==> src/rtl/prio_enc_pkg.sv <==
// prio_enc_pkg: shared types and constants for the prio_enc_arb slice.
//   state_e      - arbiter FSM states (EMPTY: no result held, FULL: result held)
//   ptr_reset_val - reset value of the round-robin pointer as a function of N
// Optional feature macro used by this slice: PRIO_ENC_RR_EN.
package prio_enc_pkg;

  typedef enum logic {
    EMPTY = 1'b0,
    FULL  = 1'b1
  } state_e;

  // The pointer starts at the top index so the first round-robin scan
  // matches fixed priority.
  function automatic int ptr_reset_val(int n);
    return n - 1;
  endfunction

endpackage

==> src/rtl/prio_enc_arb_if.sv <==
// prio_enc_arb_if: request/result bundle between sources, arbiter and consumer.
//   req[N]        request vector, level-sensitive
//   en            load enable
//   rr_mode       round-robin select (only with PRIO_ENC_RR_EN)
//   out_ready     consumer accepts the held result
//   out_valid     held result valid
//   out_idx[W]    winner index
//   out_grant[N]  one-hot winner grant
// Handshake: a result transfers on every rising edge where out_valid and
// out_ready are both high; out_valid never drops without such a transfer
// (except on reset), and out_ready may be high while out_valid is low.
// modport slave is the arbiter side, modport master the environment side.
interface prio_enc_arb_if #(
  parameter int N = 16,
  parameter int W = $clog2(N)
) ();

  logic [N-1:0] req;
  logic         en;
`ifdef PRIO_ENC_RR_EN
  logic         rr_mode;
`endif
  logic         out_ready;
  logic         out_valid;
  logic [W-1:0] out_idx;
  logic [N-1:0] out_grant;

`ifdef PRIO_ENC_RR_EN
  modport slave  (input  req, en, rr_mode, out_ready,
                  output out_valid, out_idx, out_grant);
  modport master (output req, en, rr_mode, out_ready,
                  input  out_valid, out_idx, out_grant);
`else
  modport slave  (input  req, en, out_ready,
                  output out_valid, out_idx, out_grant);
  modport master (output req, en, out_ready,
                  input  out_valid, out_idx, out_grant);
`endif

endinterface

==> src/rtl/prio_enc_scan.sv <==
// prio_enc_scan: combinational downward scan with wrap.
//   req[N]   request vector
//   start[W] first index examined; scan order start, start-1, ..., 0, N-1, ..., start+1
//   found    at least one request set
//   idx[W]   first set index in scan order (0 when nothing found)
module prio_enc_scan #(
  parameter int N = 16,
  localparam int W = $clog2(N)
) (
  input  logic [N-1:0] req,
  input  logic [W-1:0] start,
  output logic         found,
  output logic [W-1:0] idx
);

  int pos;

  always_comb begin
    found = 1'b0;
    idx   = '0;
    pos   = 0;
    for (int k = 0; k < N; k++) begin
      pos = int'(start) - k;
      if (pos < 0) pos = pos + N;
      if (!found && req[pos]) begin
        found = 1'b1;
        idx   = W'(pos);
      end
    end
  end

endmodule

==> src/rtl/prio_enc_arb.sv <==
// prio_enc_arb: registered priority encoder / arbiter with valid/ready output.
//   clk        rising-edge clock
//   rst_n      synchronous active-low reset
//   bus        prio_enc_arb_if.slave (req, en, [rr_mode], out_ready ->
//              out_valid, out_idx, out_grant)
//   dbg_state  current FSM state
// Fixed priority picks the highest set index. With PRIO_ENC_RR_EN defined,
// rr_mode selects a rotating scan starting below the last accepted winner.
module prio_enc_arb
  import prio_enc_pkg::*;
#(
  parameter int N = 16,
  localparam int W = $clog2(N)
) (
  input  logic            clk,
  input  logic            rst_n,
  prio_enc_arb_if.slave   bus,
  output state_e          dbg_state
);

  localparam logic [W-1:0] TOP_IDX = W'(N - 1);

  state_e       state_q, state_d;
  logic [W-1:0] idx_q;
  logic [N-1:0] grant_q;
  logic         accept;
  logic         load;
  logic         found;
  logic [W-1:0] start;
  logic [W-1:0] scan_idx;

  assign accept = (state_q == FULL) && bus.out_ready;
  // A held result blocks loading unless it is being accepted this cycle.
  assign load   = bus.en && found && ((state_q == EMPTY) || bus.out_ready);

`ifdef PRIO_ENC_RR_EN
  localparam logic [W-1:0] PTR_RST = W'(ptr_reset_val(N));

  logic [W-1:0] ptr_q, ptr_d;

  // The pointer advances past the winner being accepted now, and that
  // advanced value already steers a same-cycle reload.
  always_comb begin
    ptr_d = ptr_q;
    if (accept && bus.rr_mode) begin
      ptr_d = (idx_q == '0) ? TOP_IDX : idx_q - W'(1);
    end
  end

  assign start = bus.rr_mode ? ptr_d : TOP_IDX;

  always_ff @(posedge clk) begin
    if (!rst_n) ptr_q <= PTR_RST;
    else        ptr_q <= ptr_d;
  end
`else
  assign start = TOP_IDX;
`endif

  prio_enc_scan #(.N(N)) u_scan (
    .req   (bus.req),
    .start (start),
    .found (found),
    .idx   (scan_idx)
  );

  always_comb begin
    state_d = state_q;
    unique case (state_q)
      EMPTY: if (load) state_d = FULL;
      FULL: begin
        if (load)               state_d = FULL;
        else if (bus.out_ready) state_d = EMPTY;
      end
      default: state_d = EMPTY;
    endcase
  end

  always_ff @(posedge clk) begin
    if (!rst_n) state_q <= EMPTY;
    else        state_q <= state_d;
  end

  // out_idx keeps its last value when the result is consumed; only the grant
  // is cleared so that it reads zero whenever out_valid is low.
  always_ff @(posedge clk) begin
    if (!rst_n) begin
      idx_q   <= '0;
      grant_q <= '0;
    end else if (load) begin
      idx_q   <= scan_idx;
      grant_q <= {{(N-1){1'b0}}, 1'b1} << scan_idx;
    end else if (accept) begin
      grant_q <= '0;
    end
  end

  assign bus.out_valid = (state_q == FULL);
  assign bus.out_idx   = idx_q;
  assign bus.out_grant = grant_q;
  assign dbg_state     = state_q;

endmodule

==> src/flat_wrapper.sv <==
// flat-port wrapper written by rule: the top's interface ports become plain ports
module prio_enc_arb_flat import prio_enc_pkg::*;
#(
  parameter int N = 16,
  localparam int W = $clog2(N)
)
  (clk, rst_n, dbg_state, bus_req, bus_en, bus_out_ready, bus_out_valid, bus_out_idx, bus_out_grant);
  prio_enc_arb_if #(.N(N)) bus_i ();
  input  logic clk;
  input  logic rst_n;
  output state_e dbg_state;
  input wire logic [$bits(bus_i.req)-1:0] bus_req;
  input wire logic [$bits(bus_i.en)-1:0] bus_en;
  input wire logic [$bits(bus_i.out_ready)-1:0] bus_out_ready;
  output wire logic [$bits(bus_i.out_valid)-1:0] bus_out_valid;
  output wire logic [$bits(bus_i.out_idx)-1:0] bus_out_idx;
  output wire logic [$bits(bus_i.out_grant)-1:0] bus_out_grant;
  assign bus_i.req = bus_req;
  assign bus_i.en = bus_en;
  assign bus_i.out_ready = bus_out_ready;
  assign bus_out_valid = bus_i.out_valid;
  assign bus_out_idx = bus_i.out_idx;
  assign bus_out_grant = bus_i.out_grant;
  prio_enc_arb #(.N(N)) u_core (.clk(clk), .rst_n(rst_n), .bus(bus_i), .dbg_state(dbg_state));
endmodule
==> config.mk <==
export PLATFORM = sky130hd
export DESIGN_NAME = prio_enc_arb_flat
export DESIGN_NICKNAME = d
export VERILOG_FILES = /design/src/rtl/prio_enc_pkg.sv /design/src/rtl/prio_enc_arb_if.sv /design/src/rtl/prio_enc_scan.sv /design/src/rtl/prio_enc_arb.sv /design/src/flat_wrapper.sv
export SDC_FILE = /design/constraint.sdc
export NUM_CORES = 1
export LEC_CHECK = 0
export CORE_MARGIN = 3
export CORE_UTILIZATION = 64
export CTS_CLUSTER_SIZE = 10
export DETAILED_ROUTE_END_ITERATION = 8
export DONT_BUFFER_PORTS = 1
export PLACE_DENSITY = 0.8
export SLEW_MARGIN = 5
export SYNTH_ARGS = -nofsm -noshare
export SYNTH_HDL_FRONTEND = slang
export SYNTH_SLANG_ARGS = --single-unit
==> constraint.sdc <==
create_clock -name clk -period 3.55 [get_ports clk]
set_input_delay 0.71 -clock clk [delete_from_list [all_inputs] [get_ports clk]]
set_output_delay 0.71 -clock clk [all_outputs]
set_load 0.1 [all_outputs]
==> impl_results.md <==
- Outcome: complete, no violations
- Routed WL: 2.24 mm
- Top Ports: 42
- Routability cong.: around 0.90
- Initial antenna violation count: 0
- Dpl hpwl: 1.73 mm
- Final Cycle Share: 0.563
- Seq. cell area: 422 sq um
- Power density over the cells: 429 mW/mm^2
- Die width: 46.2 microns
- Worst slew pin tran: between 0.9 and 1 ns
- Port buffer count: 0
- Fillers: 96
- Busiest grt layer: met2
- Total Nets Final: ~120
- Iter 0 DRT Violations: 22
- Worst-path maximum fanout: 2
- RSZ-0062 raised after global routing: false
- Die area: 0.00213 sq mm
- Vias: ~810
- Design Area, Final: 0.00106 sq mm
- CTS-repair resized insts: 0
- Area of the core: ~0.0014 sq mm
- DP Cell Count: 112
- Cell Rows: 13
- Initial Utilization: 0.739
- Ant. Diodes: 0
- Met1 GRT Util: 0.302
- Fin. Hold Viols: 0
- Worst EP arrival: 1.29 ns
- LEAKAGE: 0.409 nW
- GRT Util Overall: 0.231
- Setup violators final: 0
- Clock skew: 0.00156 ns
- Setup TNS Final: 0 ns
- Die H: 46.2 microns
- Net Count, Synth: 118
- VDD IR max: 0.000281 V
- Fmax achieved: roughly 0.5 GHz
- Post-synthesis sequential area ratio: 0.407
- YS warnings: 0
- Routing usage on met2: 0.363
- Avg WL per Cell: 19.3 microns
- Critical Path Source Type: flip-flop
- Hold_buf cts: 0
- Headroom to the max-slew limit: 0.343
- DP Area: 0.00103 sq mm
- Worst Hold Class: in2reg
- Flop and latch count out of synthesis: 21
- DP Worst Slack: approximately 1.3 ns
- Synthesized area per cell: roughly 11 sq um
- Residual DRC count: 0
- Multi-input logic area: 571 sq um
- Worst-path clk slew: 0.11 ns
- CTS root buffer: clkbuf_4
- Max Cap Viol: 0
- Post-CTS setup buffer count: 0
- Max-slew violations: 0
- Vias/cell: ~7
- Post-Syn Area: 0.00103 sq mm
- Worst skew pair latency: 0.30 ns
- TritonRoute pass-1 iters: 4
- CP Capture Type: primary output
- Largest net degree at the start of global routing: 17
- First-pass GRT wire length: 3.54 mm
- Final ANT Viol Nets: 0
- Met3 Usage GRT: 0.0664
- TritonCTS clock tree: yes
- Num CTS Buffers: 3
- GR Overflow Total: 0
- Share of cells above drive strength 1: 0.228
- Final core utilization: 0.758
- Vias in the first global route: 795
- Distinct cells, synth: 39
- Post-synthesis cell count: between 90 and 100
- Synthesis-to-layout area growth: 2.66%
- Fin crit period: 2.00 ns
- Worst EP required: roughly 2.8 ns
- Setup WS post-layout: 1.55 ns
- H-tree levels: 1
- Clock sink total: 21
- CTS Buffer Depth: 2
- WS Path Type: reg2out
- Post-route insts no fill: 116
==> logic make-up after synthesis <==
kind of cell           after synthesis  share of synthesized area
AO/OA/AOI/OAI                       37                      0.333
buffers and inverters                6                     0.0412
flip-flops                          21                      0.407
AND/OR/NAND/NOR                     34                      0.219
==> synth_stat cells (all sizes together) <==
cell      n  area share
o221a     1       0.011
nand2     4       0.015
and3      1      0.0061
nand2b    2       0.012
nand3b    1      0.0073
a311oi    2       0.017
o311ai    1      0.0085
o2bb2ai   2       0.017
o211ai    1       0.012
o211a     2       0.027
nor3b     1      0.0073
nor4      4       0.039
a31oi     1      0.0061
nor2b     2       0.012
a211oi    1      0.0073
inv       4       0.015
or4       3       0.029
a41oi     1       0.016
o2111a    1       0.011
nand3     3       0.015
nor3      2       0.015
and3b     1      0.0085
a21oi     6       0.033
nand4     1      0.0061
a22o     14        0.13
dfxtp    21        0.41
nor2      9       0.048
a21o      1      0.0073
o31ai     3       0.035
buf       2       0.027
==> cell usage in the layout, fill, tap and decap left out, types with 2 or more instances in the layout <==
cell type,instances
clkbuf_4,3
or4_4,2
nand2_1,4
o31ai_1,2
inv_1,4
nand2b_1,2
nor2_1,8
a22o_2,6
a311oi_1,2
nor2b_1,2
a21oi_1,5
nor4_1,3
a22o_1,8
nand3_1,3
o2bb2ai_1,2
dfxtp_1,20
==> power by group <==
| group | internal (mW) | total, mW | switching [mW] | leakage (nW) |
|---|---|---|---|---|
| Sequential | 0.242 | 0.289 | 0.0471 | 0.171 |
| Clock | 0.0420 | 0.112 | 0.0704 | 0.0177 |
| Combinational | 0.0174 | 0.0536 | 0.0362 | 0.220 |
==> path summary, 6_finish.rpt <==
| kind | slack [ns] | endpoint | cells after the start | start |
|---|---|---|---|---|
| max | 1.55 | bus_out_grant[10] | 0 | u_core.bus.out_grant[10] |
| min reg2reg | 0.56 | u_core.bus.out_valid | 2 | u_core.bus.out_valid |
| max reg2reg | 1.99 | u_core.bus.out_grant[7] | 4 | u_core.bus.out_valid |
| min | 0.52 | u_core.bus.out_idx[3] | 1 | rst_n |
==> registers in the layout (all words and copies together) (netlist names) <==
register	cells
u_core.bus.out_grant	16
u_core.bus.out_idx	4
u_core.bus.out_valid	1
==> cell type report <==
cell class / count / share of cell area
clock inverters: 1 / 0.00472
repair buffers: 1 / 0.00708
flip-flops and latches: 21 / 0.397
multi-input cells: 71 / 0.538
clock buffers: 3 / 0.0212
well taps: 15 / 0.0177
inverters: 4 / 0.0142
==> per-layer routing <==
| metal | vias to the layer above | part of all wire |
|---|---|---|
| li1 | 401 | - |
| met1 | 376 | 0.46 |
| met2 | 32 | 0.47 |
| met3 | 0 | 0.075 |
| met4 | 0 | 0 |
| met5 | - | 0 |
==> through the flow <==
| step | total power, mW | hold slack (ns) |
|---|---|---|
| 2_1_floorplan | 0.343 | 0.843 |
| 3_3_place_gp | 0.347 | 0.521 |
| 3_5_place_dp | 0.348 | 0.550 |
| 4_1_cts | 0.457 | 0.526 |
| 5_1_grt | 0.474 | 0.505 |
| 6_report | 0.455 | 0.524 |
(Power assumes the default switching activity.)
